<file path="config.mk">
export PLATFORM = sky130hd
export DESIGN_NAME = frame_uart_streamer
export DESIGN_NICKNAME = d
export VERILOG_FILES = /design/src/rtl/cam_pkg.sv /design/src/rtl/uart_byte_issuer.sv /design/src/rtl/frame_uart_streamer.sv
export SDC_FILE = /design/constraint.sdc
export NUM_CORES = 1
export LEC_CHECK = 0
export BUFFER_PORTS_ARGS = -buffer_cell sky130_fd_sc_hd__buf_2
export CAP_MARGIN = 20
export CORE_MARGIN = 2
export CORE_UTILIZATION = 58
export CTS_BUF_LIST = sky130_fd_sc_hd__clkbuf_2 sky130_fd_sc_hd__clkbuf_4 sky130_fd_sc_hd__clkbuf_8
export CTS_CLUSTER_DIAMETER = 50
export CTS_CLUSTER_SIZE = 14
export DETAILED_ROUTE_END_ITERATION = 16
export GPL_ROUTABILITY_DRIVEN = 0
export HOLD_SLACK_MARGIN = 0.1
export PLACE_DENSITY = 0.9
export SLEW_MARGIN = 0
export SYNTH_ARGS = -nofsm -noshare
export SYNTH_HDL_FRONTEND = slang
export SYNTH_SLANG_ARGS = --single-unit
</file>
<file path="constraint.sdc">
create_clock -name clk -period 2.7 [get_ports clk]
set_input_delay 0.675 -clock clk [delete_from_list [all_inputs] [get_ports clk]]
set_output_delay 0.675 -clock clk [all_outputs]
set_load 0.1 [all_outputs]
</file>
<file path="src/rtl/cam_pkg.sv">
// rtl/cam_pkg.sv - shared state/phase encodings and sync header defaults for the frame streamer
//
// Purpose: one place for the streamer FSM encoding, the byte-phase encoding and
// the default sync header bytes that the PC-side capture decoder also expects.
// Ports: none (package).
package cam_pkg;

  typedef enum logic [2:0] {
    ST_IDLE,
    ST_ISSUE,
    ST_WAIT_ACK,
    ST_WAIT_DONE,
    ST_FETCH,
    ST_CAPTURE
  } state_t;

  typedef enum logic [2:0] {
    PH_SYNC0,
    PH_SYNC1,
    PH_HI,
    PH_LO,
    PH_CSUM
  } phase_t;

  localparam logic [7:0] SYNC0_DEF = 8'hAA;
  localparam logic [7:0] SYNC1_DEF = 8'h55;

endpackage

</file>
<file path="src/rtl/uart_byte_issuer.sv">
// rtl/uart_byte_issuer.sv - ISSUE/WAIT_ACK/WAIT_DONE handshake for one byte into uart_tx
//
// Purpose: takes one byte per byte_req, presents it to uart_tx as a single
// tx_valid pulse once the transmitter is idle, then follows busy high and low
// and reports completion on byte_ack.
// Ports:
//   clk, rst_n         clock, asynchronous active-low reset
//   byte_req, byte_in  load a byte; accepted when idle or in the byte_ack cycle
//   cancel             drop a byte still waiting in ISSUE (never one already pulsed)
//   tx_busy            uart_tx busy
//   tx_data, tx_valid  to uart_tx data_in / data_valid
//   byte_ack           one cycle: the current byte has left the transmitter
//   issuing            byte is waiting in ISSUE (nothing handed over yet)
module uart_byte_issuer
  import cam_pkg::*;
(
  input  logic       clk,
  input  logic       rst_n,
  input  logic       byte_req,
  input  logic [7:0] byte_in,
  input  logic       cancel,
  input  logic       tx_busy,
  output logic [7:0] tx_data,
  output logic       tx_valid,
  output logic       byte_ack,
  output logic       issuing
);

  state_t     state, state_nxt;
  logic [7:0] byte_q;

  always_ff @(posedge clk or negedge rst_n) begin
    if (!rst_n) begin
      state  <= ST_IDLE;
      byte_q <= 8'h00;
    end else begin
      state <= state_nxt;
      if (byte_req) byte_q <= byte_in;
    end
  end

  always_comb begin
    state_nxt = state;
    tx_valid  = 1'b0;
    byte_ack  = 1'b0;
    case (state)
      ST_ISSUE: begin
        if (cancel) begin
          state_nxt = ST_IDLE;
        end else if (!tx_busy) begin
          tx_valid  = 1'b1;
          state_nxt = ST_WAIT_ACK;
        end
      end
      // busy rises one cycle after data_valid, so this always lasts >= 1 cycle
      ST_WAIT_ACK: if (tx_busy) state_nxt = ST_WAIT_DONE;
      ST_WAIT_DONE: begin
        if (!tx_busy) begin
          byte_ack  = 1'b1;
          // a follow-on byte requested in the ack cycle goes straight to ISSUE
          state_nxt = byte_req ? ST_ISSUE : ST_IDLE;
        end
      end
      default: if (byte_req) state_nxt = ST_ISSUE;
    endcase
  end

  assign tx_data = tx_valid ? byte_q : 8'h00;
  assign issuing = (state == ST_ISSUE);

endmodule

</file>
<file path="src/rtl/frame_uart_streamer.sv">
// rtl/frame_uart_streamer.sv - streams one frame-buffer frame as sync/pixels/XOR checksum bytes to uart_tx
//
// Purpose: on start sends SYNC0, SYNC1, then every pixel high byte then low
// byte in row-major order, then the XOR of all pixel bytes. abort ends the
// frame at the next byte boundary without a checksum.
// Ports:
//   clk, rst_n          clock, asynchronous active-low reset
//   start, abort        frame start pulse; abort level or pulse
//   rd_en, rd_addr      frame-buffer read strobe and pixel address
//   rd_data             RGB565 pixel, valid one cycle after rd_en
//   tx_data, tx_valid   to uart_tx
//   tx_busy             from uart_tx
//   active, done        frame in progress; one-cycle end-of-frame pulse
//
// ST_ISSUE here means "a byte is owned by uart_byte_issuer"; the issuer holds
// the ISSUE/WAIT_ACK/WAIT_DONE detail.
module frame_uart_streamer
  import cam_pkg::*;
#(
  parameter int          FRAME_W = 160,
  parameter int          FRAME_H = 120,
  parameter int          ADDR_W  = 15,
  parameter logic [7:0]  SYNC0   = SYNC0_DEF,
  parameter logic [7:0]  SYNC1   = SYNC1_DEF
) (
  input  logic              clk,
  input  logic              rst_n,
  input  logic              start,
  input  logic              abort,
  output logic              rd_en,
  output logic [ADDR_W-1:0] rd_addr,
  input  logic [15:0]       rd_data,
  output logic [7:0]        tx_data,
  output logic              tx_valid,
  input  logic              tx_busy,
  output logic              active,
  output logic              done
);

  localparam logic [ADDR_W-1:0] LAST_ADDR = ADDR_W'(FRAME_W * FRAME_H - 1);

  state_t            state, state_nxt;
  phase_t            phase, phase_nxt;
  logic [ADDR_W-1:0] addr;
  logic [7:0]        pix_lo;
  logic [7:0]        csum;
  logic              last_pix;
  logic              abort_pend;
  logic              done_q;

  logic              byte_req, byte_ack, issuing, cancel;
  logic [7:0]        byte_in;
  logic              go_idle, csum_upd, capture;
  logic              abort_now;

  assign active    = (state != ST_IDLE);
  assign abort_now = active && (abort || abort_pend);

  uart_byte_issuer u_issuer (
    .clk      (clk),
    .rst_n    (rst_n),
    .byte_req (byte_req),
    .byte_in  (byte_in),
    .cancel   (cancel),
    .tx_busy  (tx_busy),
    .tx_data  (tx_data),
    .tx_valid (tx_valid),
    .byte_ack (byte_ack),
    .issuing  (issuing)
  );

  always_ff @(posedge clk or negedge rst_n) begin
    if (!rst_n) begin
      state      <= ST_IDLE;
      phase      <= PH_SYNC0;
      addr       <= '0;
      pix_lo     <= 8'h00;
      csum       <= 8'h00;
      last_pix   <= 1'b0;
      abort_pend <= 1'b0;
      done_q     <= 1'b0;
    end else begin
      state  <= state_nxt;
      phase  <= phase_nxt;
      done_q <= go_idle;
      if (go_idle)                   abort_pend <= 1'b0;
      else if (active && abort)      abort_pend <= 1'b1;
      if (state == ST_IDLE && start) begin
        addr <= '0;
        csum <= 8'h00;
      end else if (csum_upd) begin
        csum <= csum ^ byte_in;
      end
      if (capture) begin
        pix_lo   <= rd_data[7:0];
        // remembered here because addr itself wraps when the frame fills the address space
        last_pix <= (addr == LAST_ADDR);
        addr     <= addr + ADDR_W'(1);
      end
    end
  end

  always_comb begin
    state_nxt = state;
    phase_nxt = phase;
    byte_req  = 1'b0;
    byte_in   = 8'h00;
    cancel    = 1'b0;
    rd_en     = 1'b0;
    go_idle   = 1'b0;
    csum_upd  = 1'b0;
    capture   = 1'b0;
    case (state)
      ST_IDLE: begin
        if (start) begin
          byte_req  = 1'b1;
          byte_in   = SYNC0;
          phase_nxt = PH_SYNC0;
          state_nxt = ST_ISSUE;
        end
      end
      ST_ISSUE: begin
        if (abort_now && issuing) begin
          cancel  = 1'b1;
          go_idle = 1'b1;
        end else if (byte_ack) begin
          if (abort_now) begin
            go_idle = 1'b1;
          end else begin
            case (phase)
              PH_SYNC0: begin
                byte_req  = 1'b1;
                byte_in   = SYNC1;
                phase_nxt = PH_SYNC1;
              end
              PH_SYNC1: state_nxt = ST_FETCH;
              PH_HI: begin
                byte_req  = 1'b1;
                byte_in   = pix_lo;
                csum_upd  = 1'b1;
                phase_nxt = PH_LO;
              end
              PH_LO: begin
                if (last_pix) begin
                  byte_req  = 1'b1;
                  byte_in   = csum;
                  phase_nxt = PH_CSUM;
                end else begin
                  state_nxt = ST_FETCH;
                end
              end
              default: go_idle = 1'b1;
            endcase
          end
        end
      end
      ST_FETCH: begin
        if (abort_now) begin
          go_idle = 1'b1;
        end else begin
          rd_en     = 1'b1;
          state_nxt = ST_CAPTURE;
        end
      end
      ST_CAPTURE: begin
        if (abort_now) begin
          go_idle = 1'b1;
        end else begin
          capture   = 1'b1;
          byte_req  = 1'b1;
          byte_in   = rd_data[15:8];
          csum_upd  = 1'b1;
          phase_nxt = PH_HI;
          state_nxt = ST_ISSUE;
        end
      end
      default: go_idle = 1'b1;
    endcase
    if (go_idle) state_nxt = ST_IDLE;
  end

  assign rd_addr = addr;
  assign done    = done_q;

endmodule

</file>
After elaboration in Yosys (flattened, before gate mapping)
Index checks and enable logic that the tools add are counted.
{"block": "totals", "ff_bits": 51, "input_bits": 21}
{"block": "op_classes", "bitwise_logic": 1, "addsub": 1, "n_mux": 67, "reduce_logical": 20, "n_eq_ne": 28}
{"operator": "8-bit 2-to-1 mux", "n": 9}
{"operator": "3-bit 2-to-1 mux", "n": 19}
{"operator": "8-bit one-hot mux with 3 select lines", "n": 2}
{"operator": "15-bit 2-to-1 mux", "n": 2}
{"operator": "3-bit one-hot mux with 3 select lines", "n": 3}
{"operator": "1-bit 2-to-1 mux", "n": 26}
{"operator": "3-bit != test (second input constant)", "n": 7}
{"operator": "15-bit by 1-bit adder with 15-bit output (second input constant)", "n": 1}
{"operator": "15-bit == test (second input constant)", "n": 1}
{"operator": "2-bit != test (second input constant)", "n": 7}
{"operator": "3-bit by 2-bit == test with 1-bit output (second input constant)", "n": 4}
{"operator": "3-bit one-hot mux with 4 select lines", "n": 1}
{"operator": "3-bit by 1-bit == test with 1-bit output (second input constant)", "n": 3}
{"operator": "9-bit AND reduction", "n": 1}
{"operator": "8-bit AND reduction", "n": 1}
{"operator": "8-bit bitwise XOR", "n": 1}
{"operator": "3-bit == test (second input constant)", "n": 2}
{"operator": "3-bit zero test", "n": 2}
{"operator": "1-bit one-hot mux with 3 select lines", "n": 2}
{"operator": "3-bit one-hot mux with 2 select lines", "n": 1}
{"operator": "2-bit nonzero test", "n": 3}
{"operator": "3-bit nonzero test", "n": 2}
{"operator": "5-bit nonzero test", "n": 1}
{"operator": "1-bit logical AND", "n": 4}
{"operator": "10 further kinds", "n": 12}

Longest topological paths before layout
{"block": "depth", "word_depth": 10, "ltp_mapped": 9}

By module
From an unflattened synthesis, not the netlist that was laid out.
{"block": "hier_totals", "cells_unflattened": 319, "area_unflattened_um2": 2877.8}
{"module": "frame_uart_streamer", "area_per_inst_um2": 2408.6, "n_inst": 1, "cells_each": 281}
{"module": "uart_byte_issuer", "area_per_inst_um2": 469.2, "n_inst": 1, "cells_each": 38}

Least setup slack after synthesis
OpenSTA, ideal clock, no wires.
{"block": "synth_timing", "kind": "in2out", "start": "input port abort", "end": "output port tx_data[0]", "n_path_buf": 0, "cell_stages": 3, "required_time_ns": 2.025, "path_slack_ns": -2.462, "arrival_ns": 4.487, "path_cell_list": "o21ba_4 -> a211oi_1 -> and2_1"}
{"block": "synth_via", "elab_chain_cells": 8}
{"element": "from (decl)", "line": "frame_uart_streamer.sv:29", "source": "input logic abort,"}
{"element": "1-bit logical OR", "line": "frame_uart_streamer.sv:57", "source": "assign abort_now = active && (abort || abort_pend);"}
{"element": "1-bit logical AND", "line": "frame_uart_streamer.sv:57"}
{"element": "1-bit logical AND", "line": "frame_uart_streamer.sv:123", "source": "if (abort_now && issuing) begin"}
{"element": "1-bit 2-to-1 mux", "line": "frame_uart_streamer.sv:123"}
{"element": "1-bit 2-to-1 mux", "line": "frame_uart_streamer.sv:113", "source": "case (state)"}
{"element": "1-bit 2-to-1 mux", "line": "uart_byte_issuer.sv:48", "source": "if (cancel) begin"}
{"element": "1-bit 2-to-1 mux", "line": "uart_byte_issuer.sv:46", "source": "case (state)"}
{"element": "net tx_valid", "line": "frame_uart_streamer.sv:34", "source": "output logic tx_valid,"}
{"element": "8-bit 2-to-1 mux", "line": "uart_byte_issuer.sv:68", "source": "assign tx_data = tx_valid ? byte_q : 8'h00;"}
{"element": "to (decl)", "line": "frame_uart_streamer.sv:33", "source": "output logic [7:0] tx_data,"}
The timed path passes the listed nets, and every way through them passes these cells.

Worst setup path in the final report
{"block": "layout_timing", "start": "register state[0]", "end": "output port tx_data[4]"}
{"block": "layout_via", "elab_chain_cells": 8, "word_cells_on_any_way": 9, "cone_classes": "1 x eq/ne; 5 x mux; 3 x reduce/logical"}
{"element": "from (decl)", "line": "frame_uart_streamer.sv:42", "source": "state_t state, state_nxt;"}
{"element": "from (signal assigned)", "line": "frame_uart_streamer.sv:83", "source": "state <= state_nxt;"}
{"element": "3-bit nonzero test", "line": "frame_uart_streamer.sv:56", "source": "assign active = (state != ST_IDLE);"}
{"element": "1-bit logical AND", "line": "frame_uart_streamer.sv:57"}
{"element": "1-bit logical AND", "line": "frame_uart_streamer.sv:123"}
{"element": "1-bit 2-to-1 mux", "line": "frame_uart_streamer.sv:123"}
{"element": "1-bit 2-to-1 mux *", "line": "frame_uart_streamer.sv:113"}
{"element": "1-bit 2-to-1 mux *", "line": "uart_byte_issuer.sv:48"}
{"element": "1-bit 2-to-1 mux *", "line": "uart_byte_issuer.sv:46"}
{"element": "8-bit 2-to-1 mux *", "line": "uart_byte_issuer.sv:68"}
Every way passes the cells marked *; elsewhere a longest branch is shown, timed or not.

==> qor.log <==
qor: flow_run.max_cap_viol_count 0
qor: yosys.synth.avg_cell_area 8.86 sq um
qor: power.share_clk_of_total_power 13.8%
qor: power.vdd.ir_drop.worst 1010 uV
qor: floorplan.die_x 72.7 microns
qor: setup_path.setup.reg_to_reg.worst_slack 310 ps
qor: clocking.worstSkewPairLatency 310 ps
qor: setup_path.buf_inv_stages_crit_path 3
qor: yosys.async_flop_share 100%
qor: yosys.synth_edf_count 0
qor: drt.drt-total-wl 6540 microns
qor: setup_path.crit_chain inv_2, ha_1, o21ba_4, a211oi_4, buf_12, and2_4, buf_12
qor: min_path.holdCritPathClass in2async
qor: setup_path.setup.worst_path.start state[0]
qor: setup_path.worst_ep_required_time 2030 ps
qor: yosys.synth_area_leader_cell sky130_fd_sc_hd__dfrtp_1
qor: yosys.syn_area 2740 sq um
qor: clocking.tritoncts.num_buffers 5
qor: global_route.vias_in_the_first_global_route 2420
qor: timing.report.final.setup_viol 0
qor: yosys.synth_compound_area_share 21.2%
qor: layout.drive_above_1_share 22.9%
qor: floorplan.die_height 72.7 microns
qor: drt.detailedRoute.firstPassIterationCount 4
qor: clocking.cts_hold_buf 0
qor: power.total_power 3.35 mW
qor: drt.route.vias.total 2492
qor: setup_path.arrival_time_of_data_at_the_critical_path_endpoint 1930 ps
qor: setup_path.critPathMaxStageDelay 420 ps
qor: floorplan.start_util 61.6%
qor: timing.grt_setup_unrepaired false
qor: setup_path.worst-setup-path-type reg2out
qor: setup_path.crit_path_start_kind flop
qor: layout.antenna_cells 0
qor: yosys.post_synthesis_mux_area_share 3.34%
qor: clocking.cts-root-to-sink-buffers 2
qor: power.comb_power_share 51.7%
qor: yosys.ys_dominant_reg_cell sky130_fd_sc_hd__dfrtp_1
qor: drt.remaining_drc_errors 0
qor: yosys.synth-xor-area-share 0.320%
qor: power.netSwitchingPower 1.58 mW
qor: power.p_int 1.77 mW
qor: yosys.yosys.area.top_type_share 44.8%
qor: clocking.path_clk_slew 90 ps
qor: clocking.cts-htree-levels 2
qor: yosys.post_synth_most_frequent_cells sky130_fd_sc_hd__nand2_1 (50), sky130_fd_sc_hd__dfrtp_1 (49), sky130_fd_sc_hd__o21ai_0 (31)
qor: layout.flow.area_growth_from_synthesis 21.9%
qor: layout.final-instance-count-excl-fill 410
qor: power.pwr-share-seq 34.5%
qor: floorplan.core-area 4440 sq um
qor: setup_path.cp_slowest_cell sky130_fd_sc_hd__dfrtp_1
qor: timing.final_max_slew_viol_count 0
qor: yosys.yosys.area_share.adder 2.74%
qor: yosys.post_synth_inst_count 309
qor: global_route.grt_antenna_before_repair 0
qor: yosys.net_count_of_the_mapped_netlist 336
qor: clocking.tritoncts_clock_tree built
qor: yosys.synth-seq-area-share 44.8%
qor: floorplan.num_io_pins 48
qor: setup_path.r2r-end state[0]
qor: placed_design.place.detailed.instances 400
qor: timing.final_hold_fails 0
qor: drt.via_to_cell_ratio 6.08
qor: clocking.clock_sink_count 49
qor: drt.antenna_violating_nets_post_route 0
qor: placed_design.preCtsSetupSlack 158 ps
qor: timing.timing.clock.skew 8.98 ps
qor: yosys.netlist-cell-type-count 48
qor: timing.worst_pin_slew 785 ps
qor: layout.final_nets 384
qor: setup_path.worstReg2RegStart state[0]
qor: setup_path.worstPathMaxFanout 9
qor: placed_design.portBuffers 47
qor: global_route.gr_overflow_total 0
qor: yosys.yosysWarnings 0
qor: timing.final_period_minus_worst_setup_slack 2610 ps
qor: global_route.grt_pass1_wl 11100 microns
qor: layout.final_area 3340 sq um
qor: setup_path.worst_path_most_repeated_cell sky130_fd_sc_hd__buf_12
qor: timing.final.hold.worst_slack 331 ps
qor: power.power_switching_share 47.3%
qor: placed_design.dp_hpwl 4720 microns
qor: timing.post_route_worst_setup_slack 94.9 ps
qor: timing.fmax 0.384 GHz
qor: setup_path.worstSetupEndpointType output pin
qor: power.power.leakage 1.58 nW
qor: yosys.largest_family_of_logic_cells_by_synthesized_area simple AND/OR/NAND/NOR gates
qor: placed_design.cell_area_reported_after_detailed_placement 3210 sq um
qor: clocking.root_buffer sky130_fd_sc_hd__clkbuf_8
qor: timing.post-route-period-util 96.5%
qor: floorplan.die_area 5280 sq um
qor: global_route.pin_count_of_the_biggest_net_entering_global_routing 50
qor: setup_path.setup.worst_path.end tx_data[4]
qor: drt.route.detailed.wl_per_inst 16.0 microns
qor: drt.detailedRoute.firstIterationViolations 175
qor: yosys.synth-simple-area-share 23.3%
qor: setup_path.worst_r2r_path_depth 7
qor: setup_path.cpLargestDelayFamily compound AO/OA/AOI/OAI gates
qor: timing.timing.slew.headroom 47.0%
qor: setup_path.critical_path_cell_count 7
qor: yosys.yosys.cell_count.top_type sky130_fd_sc_hd__nand2_1
qor: global_route.groute.usage.overall 27.2%
qor: yosys.synth_area_leaders sky130_fd_sc_hd__dfrtp_1 (45%), sky130_fd_sc_hd__nand2_1 (6.9%), sky130_fd_sc_hd__o21ai_0 (5.7%)
qor: power.power-per-cell-area 1000 nW/um^2
qor: yosys.number_of_flip_flops_and_latches_in_the_synthesized_netlist 49
qor: floorplan.floorplan.rows 24
qor: outcome.status finished clean
[placed cells by master, fill, tap and decap left out, types with 2 or more instances in the layout]
cell type	instances
sky130_fd_sc_hd__o22ai_1	3
sky130_fd_sc_hd__nand2b_1	8
sky130_fd_sc_hd__buf_4	6
sky130_fd_sc_hd__o21a_1	2
sky130_fd_sc_hd__o21ai_0	31
sky130_fd_sc_hd__nand3_1	18
sky130_fd_sc_hd__o31ai_1	2
sky130_fd_sc_hd__a31oi_1	3
sky130_fd_sc_hd__ha_1	6
sky130_fd_sc_hd__nor2_1	12
sky130_fd_sc_hd__and2_1	3
sky130_fd_sc_hd__a21oi_1	21
sky130_fd_sc_hd__nand2_1	50
sky130_fd_sc_hd__a32oi_1	3
sky130_fd_sc_hd__mux2i_1	5
sky130_fd_sc_hd__mux2_4	2
sky130_fd_sc_hd__clkbuf_8	6
sky130_fd_sc_hd__dfrtp_1	48
sky130_fd_sc_hd__and2_4	8
sky130_fd_sc_hd__a21boi_0	2
sky130_fd_sc_hd__nand4_1	6
sky130_fd_sc_hd__buf_12	12
sky130_fd_sc_hd__and3_1	8
sky130_fd_sc_hd__nor2b_1	2
sky130_fd_sc_hd__a221oi_1	2
sky130_fd_sc_hd__and3b_1	2
sky130_fd_sc_hd__inv_1	13
sky130_fd_sc_hd__buf_2	37
sky130_fd_sc_hd__o311ai_0	2
sky130_fd_sc_hd__a21o_1	7
sky130_fd_sc_hd__nor4_1	2
sky130_fd_sc_hd__o211ai_1	2
sky130_fd_sc_hd__or3_1	4
[power by group through the flow]
| stage | clock network [mW] | registers [mW] | logic, mW |
|---|---|---|---|
| detailed placement | 0 | 1.17 | 1.68 |
| global placement | 0 | 1.15 | 1.62 |
| floorplan | 0 | 1.20 | 1.21 |
| finish | 0.461 | 1.16 | 1.73 |
| CTS | 0.467 | 1.15 | 1.71 |
| global route | 0.496 | 1.19 | 1.89 |
[final cells by class]
cell class / count / area [sq um]
fillers: 318 / 1110
inverters: 14 / 52.6
flip-flops and latches: 49 / 1230
well taps: 52 / 65.1
clock buffers: 6 / 82.6
clock inverters: 2 / 13.8
repair buffers: 55 / 470
multi-input cells: 232 / 1430
[worst min path at each step]
stage                         endpoint  slack, ps  depth (start not counted)
finish              u_issuer.byte_q[2]        330                          2
global route        u_issuer.byte_q[2]        350                          2
CTS                 u_issuer.byte_q[2]        350                          2
detailed placement           pix_lo[6]        460                          2
global placement             pix_lo[6]        450                          2
floorplan                    async pin        380                          0
[stage by stage]
| step | util, % | setup TNS [ps] |
|---|---|---|
| 2_1_floorplan | - | -3410 |
| 3_3_place_gp | 72.3 | 0 |
| 3_5_place_dp | 72.3 | 0 |
| 4_1_cts | 74.9 | 0 |
| 5_1_grt | 75.1 | 0 |
| 6_report | 75.1 | 0 |
[registers in the layout, summed over array words and instances, names as in the netlist, named ones only]
| signal | count |
|---|---|
| u_issuer.state | 1 |
| u_issuer.byte_q | 8 |
| csum | 8 |
| abort_pend | 1 |
| rd_addr | 15 |
| state | 2 |
| phase | 3 |
| last_pix | 1 |
| done | 1 |
| pix_lo | 8 |
[cells by family after synthesis]
family / Yosys count
xor+xnor: 1
simple gates: 128
buf+inv: 28
fa+ha+maj: 6
compound gates: 89
mux: 8
flops: 49
[routing by layer]
| metal | share of wire, % | global-route usage, % |
|---|---|---|
| met5 | 0 | 0 |
| met4 | 2.4 | 12.1 |
| met3 | 5.2 | 5.39 |
| met2 | 51 | 45.4 |
| met1 | 42 | 34.2 |
[what timing repair did]
| item | CTS | global route |
|---|---|---|
| setup endpoints to repair | 9 | 9 |
| pin swaps | 1 | 1 |
| buffers inserted | 1 | 1 |
| gates resized for setup | 0 | 2 |
(Power assumes the default switching activity.)
